--- src/rtl/vdma_pkg.sv ---
// Shared types and helpers for the VDMA burst sequencer.
package vdma_pkg;

    typedef enum logic [2:0] {
        ST_IDLE,
        ST_BASE,
        ST_SETTLE,
        ST_REQ,
        ST_WAIT,
        ST_PULSE
    } state_t;

    localparam int AXI_LEN_W = 8;

    // AXI len (beats-1) of the next burst given the beats still owed on the line.
    function automatic logic [AXI_LEN_W-1:0] burst_len_f(input int unsigned beats_left,
                                                          input int unsigned blen);
        if (beats_left > blen)
            return AXI_LEN_W'(blen - 1);
        else
            return AXI_LEN_W'(beats_left - 1);
    endfunction

endpackage

--- src/rtl/vdma_settle_timer.sv ---
// Loadable down-counter; done is high while the count sits at zero.
module vdma_settle_timer #(
    parameter int W = 2
) (
    input  logic         clock,
    input  logic         rst,
    input  logic         load,
    input  logic [W-1:0] load_val,
    output logic         done
);

    logic [W-1:0] cnt;

    always_ff @(posedge clock) begin
        if (rst)
            cnt <= '0;
        else if (load)
            cnt <= load_val;
        else if (cnt != '0)
            cnt <= cnt - W'(1);
    end

    assign done = (cnt == '0);

endmodule

--- src/rtl/vdma_burst_sequencer.sv ---
// Splits each video line into AXI bursts plus a tail, sequences lines until the
// frame ends, and pulses the address generator's control inputs along the way.
module vdma_burst_sequencer
    import vdma_pkg::*;
#(
    parameter int ASIZE       = 29,
    parameter int LSIZE       = 16,
    parameter int FSIZE       = 12,
    parameter int BURST_LEN   = 64,
    parameter int ADDR_SETTLE = 3
) (
    input  logic                 clock,
    input  logic                 rst,
    input  logic                 start,
    input  logic                 stop,
    input  logic [LSIZE-1:0]     line_beats,
    input  logic [FSIZE-1:0]     frame_lines,
    input  logic [ASIZE-1:0]     addr_in,
    output logic                 new_base,
    output logic                 burst_done,
    output logic                 tail_done,
    output logic                 cmd_valid,
    input  logic                 cmd_ready,
    output logic [ASIZE-1:0]     cmd_addr,
    output logic [AXI_LEN_W-1:0] cmd_len,
    input  logic                 burst_resp,
    output logic                 busy,
    output logic                 frame_done,
    output logic [FSIZE-1:0]     line_cnt
);

    localparam int TW = (ADDR_SETTLE > 1) ? $clog2(ADDR_SETTLE) : 1;

    state_t           state, state_nxt;
    logic [LSIZE-1:0] lb, beats_left;
    logic [FSIZE-1:0] fl;
    logic             is_tail, req_armed, stop_pend;
    logic             accept, hs, last_line, settle_load, settle_done;

    assign accept    = start && (line_beats != '0) && (frame_lines != '0);
    assign hs        = cmd_valid && cmd_ready;
    assign last_line = (line_cnt == fl - FSIZE'(1));
    assign cmd_valid = (state == ST_REQ) && req_armed;
    assign busy      = (state != ST_IDLE);

    vdma_settle_timer #(.W(TW)) u_settle (
        .clock    (clock),
        .rst      (rst),
        .load     (settle_load),
        .load_val (TW'(ADDR_SETTLE - 1)),
        .done     (settle_done)
    );

    always_ff @(posedge clock) begin
        if (rst)
            state <= ST_IDLE;
        else
            state <= state_nxt;
    end

    always_comb begin
        state_nxt   = state;
        new_base    = 1'b0;
        burst_done  = 1'b0;
        tail_done   = 1'b0;
        frame_done  = 1'b0;
        settle_load = 1'b0;
        case (state)
            ST_IDLE:   if (accept) state_nxt = ST_BASE;
            ST_BASE: begin
                new_base    = 1'b1;
                settle_load = 1'b1;
                state_nxt   = ST_SETTLE;
            end
            ST_SETTLE: begin
                if (stop || stop_pend) state_nxt = ST_IDLE;
                else if (settle_done)  state_nxt = ST_REQ;
            end
            ST_REQ:    if (hs) state_nxt = ST_WAIT;
            ST_WAIT:   if (burst_resp) state_nxt = ST_PULSE;
            ST_PULSE: begin
                settle_load = 1'b1;
                tail_done   = is_tail;
                burst_done  = !is_tail;
                if (stop_pend) begin
                    state_nxt = ST_IDLE;
                end else if (is_tail && last_line) begin
                    frame_done = 1'b1;
                    state_nxt  = ST_IDLE;
                end else begin
                    state_nxt = ST_SETTLE;
                end
            end
            default:   state_nxt = ST_IDLE;
        endcase
    end

    // A stop seen mid-burst is remembered so the burst can finish and pulse first.
    always_ff @(posedge clock) begin
        if (rst) begin
            lb         <= '0;
            fl         <= '0;
            beats_left <= '0;
            line_cnt   <= '0;
            cmd_addr   <= '0;
            cmd_len    <= '0;
            is_tail    <= 1'b0;
            req_armed  <= 1'b0;
            stop_pend  <= 1'b0;
        end else begin
            case (state)
                ST_IDLE: begin
                    if (accept) begin
                        lb         <= line_beats;
                        fl         <= frame_lines;
                        beats_left <= line_beats;
                        line_cnt   <= '0;
                        req_armed  <= 1'b0;
                        stop_pend  <= 1'b0;
                    end
                end
                ST_REQ: begin
                    if (!req_armed) begin
                        cmd_addr  <= addr_in;
                        cmd_len   <= burst_len_f(32'(beats_left), BURST_LEN);
                        is_tail   <= (32'(beats_left) <= BURST_LEN);
                        req_armed <= 1'b1;
                    end else if (hs) begin
                        req_armed <= 1'b0;
                    end
                end
                ST_WAIT: begin
                    if (burst_resp)
                        beats_left <= beats_left - (LSIZE'(cmd_len) + LSIZE'(1));
                end
                ST_PULSE: begin
                    if (is_tail && !last_line) begin
                        line_cnt   <= line_cnt + FSIZE'(1);
                        beats_left <= lb;
                    end
                end
                default: ;
            endcase
            if (stop && (state == ST_BASE || state == ST_REQ ||
                         state == ST_WAIT || state == ST_PULSE))
                stop_pend <= 1'b1;
        end
    end

endmodule

--- config.mk ---
export PLATFORM = sky130hd
export DESIGN_NAME = vdma_burst_sequencer
export DESIGN_NICKNAME = d
export VERILOG_FILES = /design/src/rtl/vdma_pkg.sv /design/src/rtl/vdma_settle_timer.sv /design/src/rtl/vdma_burst_sequencer.sv
export SDC_FILE = /design/constraint.sdc
export NUM_CORES = 1
export LEC_CHECK = 0
export CORE_UTILIZATION = 45
export CTS_CLUSTER_SIZE = 16
export DETAILED_ROUTE_END_ITERATION = 10
export PLACE_DENSITY_LB_ADDON = 0.08
export RECOVER_POWER = 50
export SYNTH_ARGS = -nofsm -noshare
export SYNTH_HDL_FRONTEND = slang
export SYNTH_HIERARCHICAL = 1
export SYNTH_SLANG_ARGS = --single-unit
--- constraint.sdc ---
create_clock -name clock -period 3.6 [get_ports clock]
set_clock_uncertainty 0.15 [all_clocks]
set_input_delay 0.72 -clock clock [delete_from_list [all_inputs] [get_ports clock]]
set_output_delay 0.72 -clock clock [all_outputs]
set_load 0.02 [all_outputs]
Word level (Yosys, flattened, before mapping)
Cells that the tools add are included.
- bits in registers: 101
- input port bits: 63
- output and inout port bits: 55
- logic and storage cells: 97
- add/subtract/negate cells: 6
- order comparisons: 2
- equality and inequality tests: 11
- multiplexer cells: 31
- bitwise gates (word level): 1
- reductions and logical operators: 34
- operators with widths (operator ; number):
    2-to-1 mux 16 bit ; 3
    one-hot mux 16 bit (3 select lines) ; 1
    2-to-1 mux 12 bit ; 2
    one-hot mux 12 bit (2 select lines) ; 1
    one-hot mux 3 bit (6 select lines) ; 1
    > comparator 16 x 7 -> 1 bit (second input constant) ; 1
    <= comparator 16 x 7 -> 1 bit (second input constant) ; 1
    nonzero test 16 bit ; 1
    subtractor 16 x 9 -> 16 bit ; 1
    2-to-1 mux 3 bit ; 5
    adder 12 x 1 -> 12 bit (second input constant) ; 1
    equality test 12 bit ; 1
    2-to-1 mux 1 bit ; 12
    nonzero test 12 bit ; 1
    nonzero test 2 bit ; 6
    subtractor 12 x 1 -> 12 bit (second input constant) ; 1
    adder 8 x 1 -> 9 bit (second input constant) ; 1
    2-to-1 mux 2 bit ; 4
    2-to-1 mux 8 bit ; 1
    inequality test 2 bit (second input constant) ; 4
    AND reduction 2 bit ; 4
    AND reduction 4 bit ; 2
    subtractor 8 x 1 -> 8 bit (second input constant) ; 1
    logical AND 1 bit ; 7
    other kinds (14) ; 22

Logic depth before layout (Yosys ltp)
Gate-level depths: netlist of run 1.
- word-level depth: 7
- depth in mapped cells: 11
- depth with buffers taken out: 11

Hierarchy
The synthesis of run 1 kept the hierarchy.
- modules (own cells, without submodules) (module ; times used ; cells an instance ; area each (sq um) ; seq. area each (sq um)):
    vdma_burst_sequencer ; 1 ; 621 ; 5048.6 ; 1981.9
    vdma_settle_timer ; 1 ; 12 ; 121.4 ; 40.0

Worst setup path after synthesis of run 1
OpenSTA, ideal clock, no wires.
- path kind: register to output
- from: reg fl[0]
- to: out frame_done
- data arrival time: 2.129 ns
- data required time: 2.730 ns
- slack: 0.601 ns
- stages on the path, launching flop included: 9
- buffers on the path: 0
- path through: dfxtp_1 inv_1 ha_1 nor3b_2 and3_1 o21a_1 o31ai_1 nand3_1 nor3_1
- cells in the longest elaborated chain, start to end: 6
- RTL lines (element ; RTL line ; source):
    from (decl) ; vdma_burst_sequencer.sv:36 ; logic [FSIZE-1:0] fl;
    from (signal assigned) ; vdma_burst_sequencer.sv:115 ; fl <= frame_lines;
    subtractor 12 x 1 -> 12 bit ; vdma_burst_sequencer.sv:42 ; assign last_line = (line_cnt == fl - FSIZE'(1));
    equality test 12 bit ; vdma_burst_sequencer.sv:42 ;
    logical AND 1 bit ; vdma_burst_sequencer.sv:87 ; end else if (is_tail && last_line) begin
    2-to-1 mux 1 bit ; vdma_burst_sequencer.sv:87 ;
    2-to-1 mux 1 bit ; vdma_burst_sequencer.sv:85 ; if (stop_pend) begin
    2-to-1 mux 1 bit ; vdma_burst_sequencer.sv:68 ; case (state)
    to (decl) ; vdma_burst_sequencer.sv:28 ; output logic frame_done,
No other way between the ends.

Worst setup path after layout of run 1
- from: reg fl[1]
- to: out frame_done
The elaborated chain is that of the path after synthesis.

==> results of run 1 <==
[power groups by stage]
stage	logic, uW	clock network, uW	registers (uW)
4_1_cts	832	939	1260
3_3_place_gp	799	0	1280
3_5_place_dp	823	0	1290
2_1_floorplan	558	0	1280
5_1_grt	911	986	1270
6_report	835	931	1260
[flip-flops by register name (all words and copies together) (netlist names)]
register / cells
cmd_len: 8
line_cnt: 12
is_tail: 1
beats_left: 16
u_settle/cnt: 2
req_armed: 1
cmd_addr: 29
stop_pend: 1
fl: 12
state: 3
lb: 16
[area by class of cell]
type                    instances  share of cell area [%]
clock buffers                  15                   3.943
inverters                      20                   1.105
clock inverters                 1                 0.07369
repair buffers                135                   19.05
flip-flops and latches        101                   29.77
well taps                     140                   2.579
multi-input cells             476                   43.48
[worst max-delay path, delay by kind of cell (launching register included)]
family                     cells  cell delay, ps
DFF                            1             330
adders and majority gates      1             180
and+or+nand+nor                4             960
buffers and inverters          2             270
AOI/OAI and AO/OA              2             440
[cell families after synthesis]
logic type	Yosys count	share of synthesized area [%]
flip-flops	101	39.11
buffers and inverters	56	4.138
other	2	0.1453
AND/OR/NAND/NOR	240	22.12
XOR/XNOR	21	3.824
multiplexers	29	5.615
adder cells (fa/ha/maj)	13	3.291
AO/OA/AOI/OAI	171	21.76
[metal layers]
metal	part of all wire, %	global-route usage [%]	vias to the layer above
met2	45	39.04	166
met5	0	0	-
met4	1.6	9.905	0
met1	47	32.18	2438
met3	6.4	4.483	20
li1	-	-	2518
[synthesized netlist by cell type, types with 6 or more instances]
library cell,n,share of area (%)
o211ai_1,12,1.7
nand2_1,83,6.0
xor2_1,11,1.9
nand4_1,11,1.3
or3_1,11,1.3
nand3_1,19,1.8
buf_1,6,0.44
inv_1,20,1.5
nor3_1,10,0.97
a31oi_1,9,1.1
a221oi_1,7,1.2
o2111ai_1,6,1.0
nor2_1,64,4.6
nor4_1,10,1.2
o31ai_1,11,1.6
dfxtp_1,101,39
a21oi_1,58,5.6
clkbuf_1,27,2.0
xnor2_1,9,1.5
a211oi_1,7,1.0
ha_1,12,2.9
nor2b_1,8,0.97
o21ai_0,23,2.2
mux2i_1,29,5.6
[cell usage in the layout (no fill, tap or decap), types with 3 or more instances in the layout]
master	instances
a211oi_1	7
a21o_1	3
a21oi_1	58
a221oi_1	7
a22oi_1	3
a31oi_1	9
a32oi_1	3
and3_1	4
buf_4	17
clkbuf_1	4
clkbuf_16	9
clkdlybuf4s50_1	69
dfxtp_1	101
dlygate4sd3_1	46
ha_1	12
inv_1	20
mux2i_1	29
nand2_1	82
nand2b_1	5
nand3_1	19
nand3b_1	3
nand4_1	11
nor2_1	63
nor2b_1	8
nor3_1	9
nor4_1	10
o2111ai_1	6
o211ai_1	12
o21a_1	5
o21ai_0	23
o311ai_0	3
o31ai_1	9
o32ai_1	3
or3_1	11
or4_1	3
xnor2_1	9
xor2_1	11
[stage by stage]
| stage | total power (uW) | std cells | hold WS [ps] | utilization (%) |
|---|---|---|---|---|
| 2_1_floorplan | 1839 | 633 | 305.4 | - |
| 3_3_place_gp | 2081 | 871 | 290.7 | 59.02 |
| 3_5_place_dp | 2109 | 871 | 297.2 | 59.02 |
| 4_1_cts | 3033 | 887 | 306.3 | 61.58 |
| 5_1_grt | 3170 | 888 | 322.1 | 61.57 |
| 6_report | 3028 | 888 | 300.2 | 61.57 |
[final timing paths]
kind                                    end
worst max-delay path             frame_done
worst min-delay path            cmd_addr[8]
worst max register to register  line_cnt[7]
worst min register to register  cmd_addr[8]
[what timing repair did]
| item | CTS | global route |
|---|---|---|
| setup endpoints to repair | 1 | 1 |
| resized for setup | 3 | 3 |
| pin swaps | 0 | 1 |
| hold buffers | 0 | 0 |
| setup buffers | 0 | 1 |
==> impl_metrics.py, run 1 <==
metrics = {
    "setup_path": {
        "rrSetupSlack_ps": 560,
        "required_ps": 2730,
        "cp_max_fo": 6,
        "r2r_start": "fl[1]",
        "path_cells": "inv_1 -> ha_1 -> nor3b_4 -> and3_1 -> a211oi_1 -> o31ai_2 -> nand3_1 -> nor3_2 -> clkbuf_2",
        "startpoint_type": "flip-flop",
        "cp_data_arrival_time_ps": 2520,
        "cp_slowest_cell": "dfxtp_1",
        "worstSetupPathType": "flip-flop to output pin",
        "critPathMaxStageDelay_ps": 330,
        "critPathCaptureType": "output pin",
        "startpoint": "fl[1]",
        "r2r.worst_path.cells": 10,
    },
    "yosys": {
        "synth_cells": 633,
        "syn_nets": 709,
        "ys_seq_area_share_pct": 39.11,
        "synthArstFlopShare_pct": 0,
        "avgSynthCellArea_um2": 8.167,
        "synth_area_mm2": 0.005170,
        "synth_warnings": 6,
        "synth_edf_count": 0,
        "yosysUniqueCellTypes": 61,
        "synth-seq-cells": 101,
        "yosys_most_used_dff": "dfxtp_1",
    },
    "run_status": {
        "outcome": "finished, violations left",
        "violations": "capacitance limit, slew limit",
    },
    "timing": {
        "period_share_pct": 94.04,
        "hold_viol": 0,
        "fin_setup_tns_ps": 0,
        "slew_headroom_pct": -17.52,
        "setup_viol": 0,
        "tightest_slew_ps": 1763,
        "rsz0062_at_grt": "no",
        "fin_crit_ps": 3386,
        "fmax_ghz": 0.2954,
        "slew_violations": 87,
        "post-route-worst-setup-slack_ps": 214.5,
    },
    "cts": {
        "cts_tree": "done",
        "cts_buffers": 9,
        "numClockSinks": 101,
        "path_clk_slew_ps": 70,
        "insertion_delay_ps": 350,
        "root_buffer": "clkbuf_16",
        "htreeDepth": 3,
        "clockBufferDepth": 2,
    },
    "pwr": {
        "intPower_uw": 2075,
        "p_sw_share_pct": 31.48,
        "seqPwrFrac_pct": 41.7,
        "p_leak_uw": 0.002651,
        "pwr-share-clk_pct": 30.8,
        "ir_worst_vdd_v": 0.0001912,
        "share_comb_of_total_power_pct": 27.6,
        "pwr_density_cell_mw_per_mm2": 445.8,
        "switching_power_uw": 953.3,
    },
    "hold_path": {
        "hold_class": "flip-flop to flip-flop",
        "min_delay_path_depth": 2,
        "min_from": "cmd_addr[8]",
    },
    "place": {
        "port_buffers": 117,
        "finalWeightedCongestion": 0.8494,
        "place_hpwl_um": 10370,
        "preCtsSetupSlack_ps": 25.46,
        "placedInstanceArea_mm2": 0.006510,
    },
    "layout": {
        "fillers": 1000,
        "multi_input_area_mm2": 0.002953,
        "final_layout_size_suffix_gt1_share_pct": 6.016,
        "nets": 819,
        "regArea_mm2": 0.002022,
        "areaGrowthSynthToFinish_pct": 31.36,
        "design_area_mm2": 0.006792,
        "diodes": 0,
    },
    "floorplan": {
        "start_util_pct": 46.87,
        "dieArea_mm2": 0.01192,
        "ioPinCount": 118,
        "die_y_um": 109.2,
        "coreArea_mm2": 0.01103,
        "num_rows": 38,
        "dieWidth_um": 109.2,
    },
    "route": {
        "routed_wl_um": 14640,
        "vias": 5142,
        "drc_errors": 0,
        "drt_iter0_drc": 279,
        "viasPerCell": 5.791,
        "drt-pass1-iter-count": 4,
        "ant_nets": 0,
        "routedWlPerCell_um": 16.48,
    },
    "job": {
        "cap_viol_max_count": 1,
    },
    "global_route": {
        "track_usage_pct": 24.36,
        "grt_pass1_wl_um": 22740,
        "grt_pass1_vias": 4706,
        "grt_overflow": 0,
        "grt_max_degree": 87,
        "antenna_found_initial": 0,
    },
}
(Power assumes the default switching activity.)
==> run 2, diff against run 1 <==
- CORE_ASPECT_RATIO: not set -> 1.75
- CTS_CLUSTER_SIZE: 16 -> 30
==> impl_metrics.py, run 2 (same netlist as run 1, synthesis figures left out) <==
metrics = {
    "layout": {
        "regArea_mm2": 0.002022,
        "fillers": 1035,
        "final_cell_mix": "101 x dfxtp_1, 83 x nand2_1, 66 x clkdlybuf4s50_1",
        "top_register": "cmd_addr",
        "final_layout_size_suffix_gt1_share_pct": 6.024,
        "top_regs": "cmd_addr (29), beats_left (16), lb (16)",
        "diodes": 0,
        "nets": 819,
        "areaGrowthSynthToFinish_pct": 31.44,
        "final_common_cell": "dfxtp_1",
        "multi_input_area_mm2": 0.002948,
        "largest_register_ffs": 29,
    },
    "place": {
        "port_buffers": 117,
        "finalWeightedCongestion": 0.8744,
        "place_hpwl_um": 10920,
    },
    "route": {
        "drt-pass1-iter-count": 4,
        "met3_length_um": 507,
        "drt-met1-wl_um": 5807,
        "drc_errors": 0,
        "viasPerCell": 5.828,
        "highest_layer": "met4",
        "ant_nets": 0,
        "vias": 5123,
        "routed_wl_um": 15040,
        "drt_iter0_drc": 229,
        "route.met2.wl_um": 8168,
        "routedWlPerCell_um": 17.11,
    },
    "floorplan": {
        "dieArea_mm2": 0.01194,
        "start_util_pct": 46.30,
        "ioPinCount": 118,
        "die_y_um": 143.8,
        "num_rows": 51,
        "dieWidth_um": 83.03,
        "coreArea_mm2": 0.01117,
    },
    "timing": {
        "tightest_slew_ps": 1852,
        "rsz0062_at_grt": "no",
        "fin_setup_tns_ps": 0,
        "fin_crit_ps": 3352,
        "setup_viol": 0,
        "slew_headroom_pct": -23.92,
        "hold-worst-slack_ps": 298.9,
        "hold_viol": 0,
        "period_share_pct": 93.10,
        "fmax_ghz": 0.2984,
        "slew_violations": 117,
    },
    "run_status": {
        "violations": "capacitance limit, slew limit",
        "outcome": "finished, violations left",
    },
    "setup_path": {
        "cp_max_fo": 6,
        "startpoint_type": "flip-flop",
        "required_ps": 2730,
        "critPathMaxStageDelay_ps": 360,
        "rrSetupSlack_ps": 500,
        "critPathCaptureType": "output pin",
        "crit_family": "simple AND/OR/NAND/NOR gates",
        "cp_slowest_cell": "dfxtp_1",
        "path_cells": "inv_1 -> ha_1 -> nor3b_4 -> and3_1 -> a211oi_1 -> o31ai_2 -> nand3_1 -> nor3_2 -> clkbuf_2",
        "cp_data_arrival_time_ps": 2480,
        "worstSetupPathType": "flip-flop to output pin",
        "cp_num_buf_inv": 2,
    },
    "pwr": {
        "pwr_density_cell_mw_per_mm2": 453.4,
        "p_leak_uw": 0.002669,
        "ir_worst_vdd_v": 0.0002731,
    },
    "global_route": {
        "grt_pass1_vias": 5045,
        "grt_overflow": 0,
        "antenna_found_initial": 0,
        "grt_max_degree": 87,
        "grt_pass1_wl_um": 24130,
        "track_usage_pct": 25.29,
    },
    "cts": {
        "cts_setup_buffers": 0,
        "htreeDepth": 3,
        "path_clk_slew_ps": 70,
        "ctsHoldBuffers": 0,
        "insertion_delay_ps": 350,
        "cts_tree": "done",
        "cts_buffers": 9,
        "clockBufferDepth": 2,
        "root_buffer": "clkbuf_16",
        "numClockSinks": 101,
    },
    "job": {
        "cap_viol_max_count": 2,
    },
    "hold_path": {
        "hold_class": "flip-flop to flip-flop",
    },
}
==> run 2: cell count changes in the layout (fill, tap and decap cells not counted), sizes merged <==
cell           previous run  this run
clkbuf                   17        13
clkdlybuf4s50            69        66
dlygate4sd3              46        49
clkinv                    1         3
bufinv                    0         1
==> run 2: worst paths after layout <==
check                      end          from  depth (start not counted)
setup / recovery    frame_done         fl[0]                          9
hold reg to reg   cmd_addr[16]  cmd_addr[16]                          2
hold / removal    cmd_addr[16]  cmd_addr[16]                          2
setup reg to reg  line_cnt[10]         fl[0]                         10
==> run 2: where the power goes <==
| part | internal [uW] | total (uW) | switching [uW] |
|---|---|---|---|
| Clock | 554 | 977 | 423 |
| Sequential | 1190 | 1270 | 72.6 |
| Combinational | 374 | 837 | 463 |
| Total | 2120 | 3080 | 959 |
==> run 2: routing by layer <==
metal	vias to the layer above	GRT usage [%]
met2	139	49.78
met5	-	0
met3	43	3.389
met4	0	13.16
met1	2423	25.49
li1	2518	-
==> run 2: area by class of cell <==
| type | count | area share, % |
|---|---|---|
| Clock inverter | 4 | 0.7181 |
| Tap cell | 132 | 2.430 |
| Timing Repair Buffer | 135 | 19.04 |
| Multi-Input combinational cell | 476 | 43.38 |
| Inverter | 20 | 1.105 |
| Sequential cell | 101 | 29.76 |
| Clock buffer | 11 | 3.572 |
==> run 2: through the flow <==
| step | instances | power, uW | worst slack [ps] | instance area (um^2) | util [%] |
|---|---|---|---|---|---|
| after floorplan | 633 | 1839 | 601.3 | 5170 | - |
| after global placement | 864 | 2098 | 181.2 | 6505 | 58.25 |
| after detailed placement | 864 | 2120 | 112.3 | 6505 | 58.25 |
| after CTS | 879 | 3095 | 44.92 | 6802 | 60.91 |
| after global routing | 879 | 3221 | 69.84 | 6795 | 60.85 |
| final | 879 | 3081 | 248.3 | 6795 | 60.85 |
==> run 2: worst reg2reg max path, delay by kind of cell, from the launching register on <==
kind | cells | cell delay, ps
fa+ha+maj | 1 | 230
buf+inv | 2 | 230
compound gates | 4 | 1080
flops | 1 | 410
simple gates | 3 | 940
==> run 2: repair_timing <==
item	4_1_cts	5_1_grt
cloned	0	0
resized for setup	2	5
setup endpoints to repair	1	1
pin swaps	0	0
